==> src/rtl/accel_cfg_pkg.sv <==
// accel_cfg_pkg: shared field widths, packet layout and FSM state for the config injector
package accel_cfg_pkg;
  localparam int COORD_W = 4;
  localparam int SAMP_W = 4;
  localparam int DES_W = 4;
  localparam int OP_W = 4;
  localparam int DATA_W = 32;
  localparam int ROUTE_W = 20;
  localparam int PKT_W = 64;
  typedef struct packed {
    logic [ROUTE_W-1:0] route;
    logic [SAMP_W-1:0] sampler;
    logic [DES_W-1:0] designator;
    logic [OP_W-1:0] opcode;
    logic [DATA_W-1:0] data;
  } cfg_pkt_t;
  typedef enum logic [1:0] {IDLE, GAP, DRAIN} cfg_state_t;
endpackage

==> src/rtl/cfg_route_encoder.sv <==
// cfg_route_encoder: turns a target (x, y) into an MSB-first hop route and a legality flag
module cfg_route_encoder
  import accel_cfg_pkg::*;
#(
  parameter int COLS = 4,
  parameter int ROWS = 4
) (
  input  logic [COORD_W-1:0] x,
  input  logic [COORD_W-1:0] y,
  output logic [ROUTE_W-1:0] route,
  output logic               legal
);
  logic [COORD_W:0] hops;
  assign hops = {1'b0, x} + {1'b0, y};
  assign legal = (int'(x) < COLS) && (int'(y) < ROWS) && (int'(hops) <= ROUTE_W - 1);
  // east hops are ones, south hops are zeros, then a single terminator one
  always_comb begin
    route = '0;
    for (int p = 0; p < ROUTE_W; p++)
      route[ROUTE_W-1-p] = (p < int'(x)) || (p == int'(hops));
  end
endmodule

==> src/rtl/cfg_injector.sv <==
// cfg_injector: accepts config entries and injects routed packets into the mesh corner switch
module cfg_injector
  import accel_cfg_pkg::*;
#(
  parameter int COLS = 4,
  parameter int ROWS = 4,
  parameter int INJECT_GAP = 2,
  parameter int DRAIN_CYCLES = 48
) (
  input  logic               clk,
  input  logic               reset,
  input  logic               cfg_valid,
  output logic               cfg_ready,
  input  logic [COORD_W-1:0] cfg_x,
  input  logic [COORD_W-1:0] cfg_y,
  input  logic [SAMP_W-1:0]  cfg_sampler,
  input  logic [DES_W-1:0]   cfg_designator,
  input  logic [OP_W-1:0]    cfg_opcode,
  input  logic [DATA_W-1:0]  cfg_data,
  input  logic               cfg_last,
  output logic [PKT_W-1:0]   o_config,
  output logic               load,
  output logic               busy,
  output logic               done,
  output logic               err_route
);
  localparam int DW = $clog2(DRAIN_CYCLES + 1);
  cfg_state_t state;
  logic [ROUTE_W-1:0] route;
  logic legal;
  logic accept;
  logic injected;
  logic [3:0] gap_cnt;
  logic [DW-1:0] drain_cnt;
  cfg_pkt_t pkt;
  cfg_route_encoder #(.COLS(COLS), .ROWS(ROWS)) u_enc (
    .x(cfg_x),
    .y(cfg_y),
    .route(route),
    .legal(legal)
  );
  assign pkt = '{route: route, sampler: cfg_sampler, designator: cfg_designator,
                 opcode: cfg_opcode, data: cfg_data};
  assign cfg_ready = state == IDLE;
  assign busy = state != IDLE;
  assign accept = cfg_valid && cfg_ready;
  // injection sequencing: one packet per accept, spaced by GAP, load held through DRAIN
  always_ff @(posedge clk or posedge reset) begin
    if (reset) begin
      state <= IDLE;
      o_config <= '0;
      load <= 1'b0;
      done <= 1'b0;
      err_route <= 1'b0;
      injected <= 1'b0;
      gap_cnt <= '0;
      drain_cnt <= '0;
    end else begin
      o_config <= '0;
      done <= 1'b0;
      err_route <= 1'b0;
      case (state)
        IDLE: if (accept) begin
          if (legal) begin
            o_config <= pkt;
            load <= 1'b1;
            injected <= 1'b1;
          end else err_route <= 1'b1;
          if (cfg_last) begin
            if (legal || injected) begin
              state <= DRAIN;
              drain_cnt <= '0;
            end else done <= 1'b1;
          end else if (legal && INJECT_GAP > 1) begin
            state <= GAP;
            gap_cnt <= 4'd1;
          end
        end
        GAP: if (gap_cnt == 4'(INJECT_GAP - 1)) state <= IDLE;
             else gap_cnt <= gap_cnt + 4'd1;
        DRAIN: if (drain_cnt == DW'(DRAIN_CYCLES)) begin
          state <= IDLE;
          load <= 1'b0;
          done <= 1'b1;
          injected <= 1'b0;
          drain_cnt <= '0;
        end else drain_cnt <= drain_cnt + 1'b1;
        default: state <= IDLE;
      endcase
    end
  end
endmodule

==> config.mk <==
export PLATFORM = sky130hd
export DESIGN_NAME = cfg_injector
export DESIGN_NICKNAME = d
export VERILOG_FILES = /design/src/rtl/accel_cfg_pkg.sv /design/src/rtl/cfg_route_encoder.sv /design/src/rtl/cfg_injector.sv
export SDC_FILE = /design/constraint.sdc
export NUM_CORES = 1
export LEC_CHECK = 0
export CELL_PAD_IN_SITES_DETAIL_PLACEMENT = 0
export CELL_PAD_IN_SITES_GLOBAL_PLACEMENT = 2
export CORE_ASPECT_RATIO = 1.1
export CORE_MARGIN = 4
export CORE_UTILIZATION = 24
export CTS_CLUSTER_DIAMETER = 30
export DETAILED_ROUTE_END_ITERATION = 12
export GPL_ROUTABILITY_DRIVEN = 1
export HOLD_SLACK_MARGIN = 0.05
export MAX_ROUTING_LAYER = met4
export PLACE_DENSITY = 0.83
export SLEW_MARGIN = 10
export SYNTH_ARGS = -nofsm -noshare
export SYNTH_HDL_FRONTEND = slang
export SYNTH_HIERARCHICAL = 1
export SYNTH_SLANG_ARGS = --single-unit
==> constraint.sdc <==
create_clock -name clk -period 2.6 [get_ports clk]
set_input_delay 0.52 -clock clk [delete_from_list [all_inputs] [get_ports clk]]
set_output_delay 0.52 -clock clk [all_outputs]
set_load 0.02 [all_outputs]
==> flow_metrics.env <==
export IMPL_timing_slew_headroom_pct=72.7
export IMPL_final_setup_skew_ns=0.00608
export IMPL_worstPathRequired_ns=2.87
export IMPL_internal_pwr_total_uw=2450
export IMPL_grt_usage_pct=11.5
export IMPL_htree_num_levels=3
export IMPL_setup_worst_path_start_class="input pin"
export IMPL_pwr_share_clk_pct=41.7
export IMPL_sequential_share_of_power_pct=41.3
export IMPL_maxClockFrequency_mhz=404
export IMPL_first_pass_grt_wire_length_um=14200
export IMPL_placed_area_um2=4940
export IMPL_die_h_um=132
export IMPL_data_arrival_critical_path_ns=2.75
export IMPL_worstSetupPathType="in -> reg"
export IMPL_first_global_vias=2747
export IMPL_placed_cells=608
export IMPL_maxCapViolCount=0
export IMPL_tightest_slew_ns=0.410
export IMPL_number_of_routed_nets_with_antenna_violations=0
export IMPL_clockRootBuffer="clkbuf_16"
export IMPL_class_of_the_tightest_hold_or_removal_check="reg -> reg"
export IMPL_synthToLayoutAreaGrowth_pct=60.0
export IMPL_ir_drop_mv=0.338
export IMPL_leakage_uw=0.00237
export IMPL_routed_via_density=4.24
export IMPL_net_switching_power_uw=898
export IMPL_synthesis_area_um2=3340
export IMPL_post_drt_wl_per_cell_um=13.6
export IMPL_yosys_register_bits=79
export IMPL_main_area_contributors_after_synthesis="dfrtp_1 59%, and2_1 12%, ha_1 3.0%"
export IMPL_dr_total_vias=2659
export IMPL_critical_path_max_fanout=4
export IMPL_diodes_inserted=0
export IMPL_instance_count_of_the_mapped_netlist=288
export IMPL_timing_final_max_slew_violations=0
export IMPL_finalNonFillerCells=627
export IMPL_period_share_pct=95.1
export IMPL_rows=44
export IMPL_yosys_area_top_type="dfrtp_1"
export IMPL_final_hold_violation_count=0
export IMPL_clk_pin_slew_ns=0.06
export IMPL_post_synth_cell_area_avg_um2=11.6
export IMPL_worstSkewPairLatency_ns=0.33
export IMPL_io_pins=125
export IMPL_postLayoutCellArea_um2=5340
export IMPL_nets=503
export IMPL_tritoncts="done"
export IMPL_detailedRoute_firstPassIterationCount=4
export IMPL_post_synth_net_total=353
export IMPL_worst_setup_path_end_kind="flop"
export IMPL_dp_hpwl_um=6400
export IMPL_post_route_cells_drive_above_1_share_pct=14.9
export IMPL_die_width_um=120
export IMPL_fillerInstances=1360
export IMPL_ys_warn_count=6
export IMPL_share_comb_of_total_power_pct=17.0
export IMPL_run_status="finished, final reports clean"
export IMPL_antenna_violations_before_repair=0
export IMPL_ys_flop_type="dfrtp_1"
export IMPL_buffer_ports_inserted=124
export IMPL_power_density_nw_per_um2=627
export IMPL_clock_sink_count=79
export IMPL_cts_buffers_inserted=9
export IMPL_p_total_uw=3350
export IMPL_globalRoute_totalOverflow=0
export IMPL_grt_start_max_net_pins=80
export IMPL_wirelength_um=8530
export IMPL_cts_hold_buf=0
export IMPL_coreArea_um2=13400
export IMPL_synthDistinctLibCells=51
export IMPL_setup_viol_count_final=0
export IMPL_grt_setup_unrepaired="false"
export IMPL_power_share_switching_pct=26.8
export IMPL_cts_buffer_depth=2
export IMPL_final_min_clock_period_ns=2.47
export IMPL_post_route_drc_count=0
export IMPL_gp_congestion=0.782
export IMPL_synth_edff_count=0
export IMPL_initial_core_util_pct=24.9
export IMPL_drt_iter0_drc=146
export IMPL_async_flop_share_pct=100
export IMPL_die_area_um2=15900
export IMPL_post_synth_top_area_fraction_pct=59.2
export IMPL_synth_seq_area_share_pct=59.2
## final cells by class
type,count,area (um2),share of cell area (%)
Clock buffer,9,225,4.22
Clock inverter,7,109,2.04
Inverter,7,27.5,0.515
Multi-Input combinational cell,190,1300,24.3
Sequential cell,79,1980,37.0
Tap cell,184,230,4.31
Timing Repair Buffer,151,1470,27.6
## worst paths after layout
| kind | slack (ns) | end | cells after the start | start |
|---|---|---|---|---|
| setup reg to reg | 0.98 | drain_cnt[4] | 6 | drain_cnt[0] |
| max in group asynchronous | 1.68 | state[0] | 3 | reset |
| hold reg to reg | 0.54 | gap_cnt[3] | 2 | gap_cnt[3] |
| min in group asynchronous | 0.60 | o_config[5] | 3 | reset |
| setup / recovery | 0.13 | gap_cnt[0] | 9 | cfg_x[2] |
| hold / removal | 0.54 | gap_cnt[3] | 2 | gap_cnt[3] |
## layer usage
| metal | vias to the layer above | wire length (um) | GRT usage, % |
|---|---|---|---|
| li1 | 1262 | - | - |
| met1 | 1275 | 3810 | 14.6 |
| met2 | 110 | 3970 | 17.6 |
| met3 | 12 | 595 | 2.67 |
| met4 | 0 | 157 | 4.97 |
| met5 | - | 0 | - |
## timing repair
item	4_1_cts	5_1_grt
buffers inserted	3	0
pin swaps	5	4
setup endpoints to repair	78	74
cloned	0	0
gates resized for setup	9	4
## cells in the final DEF, fill, tap and decap left out, types with 4 or more instances in the layout
master           count
dfrtp_1             79
and2_1              64
inv_1                5
nor4_1               4
nand2b_1             6
o21ai_0             13
clkbuf_16            9
a21oi_1              7
o41ai_1              4
nand3_1              6
o21ai_1              5
nand2_1             12
ha_1                 6
buf_4               24
nor2_1              12
clkdlybuf4s50_1    120
## metrics by stage
| step | setup TNS [ns] | hold WS, ns | worst slack [ns] | util, % |
|---|---|---|---|---|
| after CTS | 0 | 0.543 | 0.00479 | 39.6 |
| after detailed placement | -38.86 | 0.521 | -0.587 | 36.7 |
| after floorplan | 0 | 0.483 | 0.0108 | - |
| final | 0 | 0.536 | 0.126 | 39.8 |
| after global routing | 0 | 0.591 | 0.0234 | 39.8 |
| after global placement | -33.69 | 0.523 | -0.490 | 36.7 |
## power by group through the flow
| stage | Clock, uW | Combinational, uW | Sequential, uW |
|---|---|---|---|
| 3_5_place_dp | 0 | 560 | 1410 |
| 6_report | 1400 | 568 | 1380 |
| 2_1_floorplan | 0 | 294 | 1390 |
| 4_1_cts | 1440 | 574 | 1380 |
| 5_1_grt | 1500 | 634 | 1400 |
| 3_3_place_gp | 0 | 549 | 1400 |
## synth_stat cells (all sizes together), types with 2 or more instances
| cell | n |
|---|---|
| nor4b | 2 |
| nor3 | 3 |
| o21ai | 19 |
| nor4 | 4 |
| buf | 9 |
| mux2 | 3 |
| and2 | 64 |
| nand2b | 6 |
| a21oi | 10 |
| inv | 7 |
| dfrtp | 79 |
| xor2 | 4 |
| clkbuf | 3 |
| nor2 | 14 |
| o211ai | 2 |
| nand2 | 13 |
| o22ai | 3 |
| nor3b | 3 |
| ha | 8 |
| o41ai | 4 |
| nor2b | 2 |
| nand3 | 6 |
| or2 | 3 |
| o21bai | 2 |
| a22o | 2 |
## registers in the layout, summed over array words and instances (netlist names)
name       count
gap_cnt        4
state          2
err_route      1
done           1
injected       1
drain_cnt      6
o_config      64
## cell families (layout without fill, tap and decap cells)
logic type      Yosys count  in the layout  share of synthesized area, %
simple gates            124            124                          21.7
flops                    79             79                          59.2
compound gates           48             48                          9.18
buf+inv                  19            174                          3.45
fa+ha+maj                 9              9                          3.60
xor+xnor                  5              5                          1.54
mux                       4              4                          1.31
## critical path, cell delays in order
cell	delay, ns
clkdlybuf4s50_1	0.51
ha_2	0.33
a21oi_2	0.22
nor3b_2	0.21
o311a_4	0.21
nand2_2	0.05
or3_1	0.32
a21oi_2	0.20
mux2_2	0.17
(Power assumes the default switching activity.)
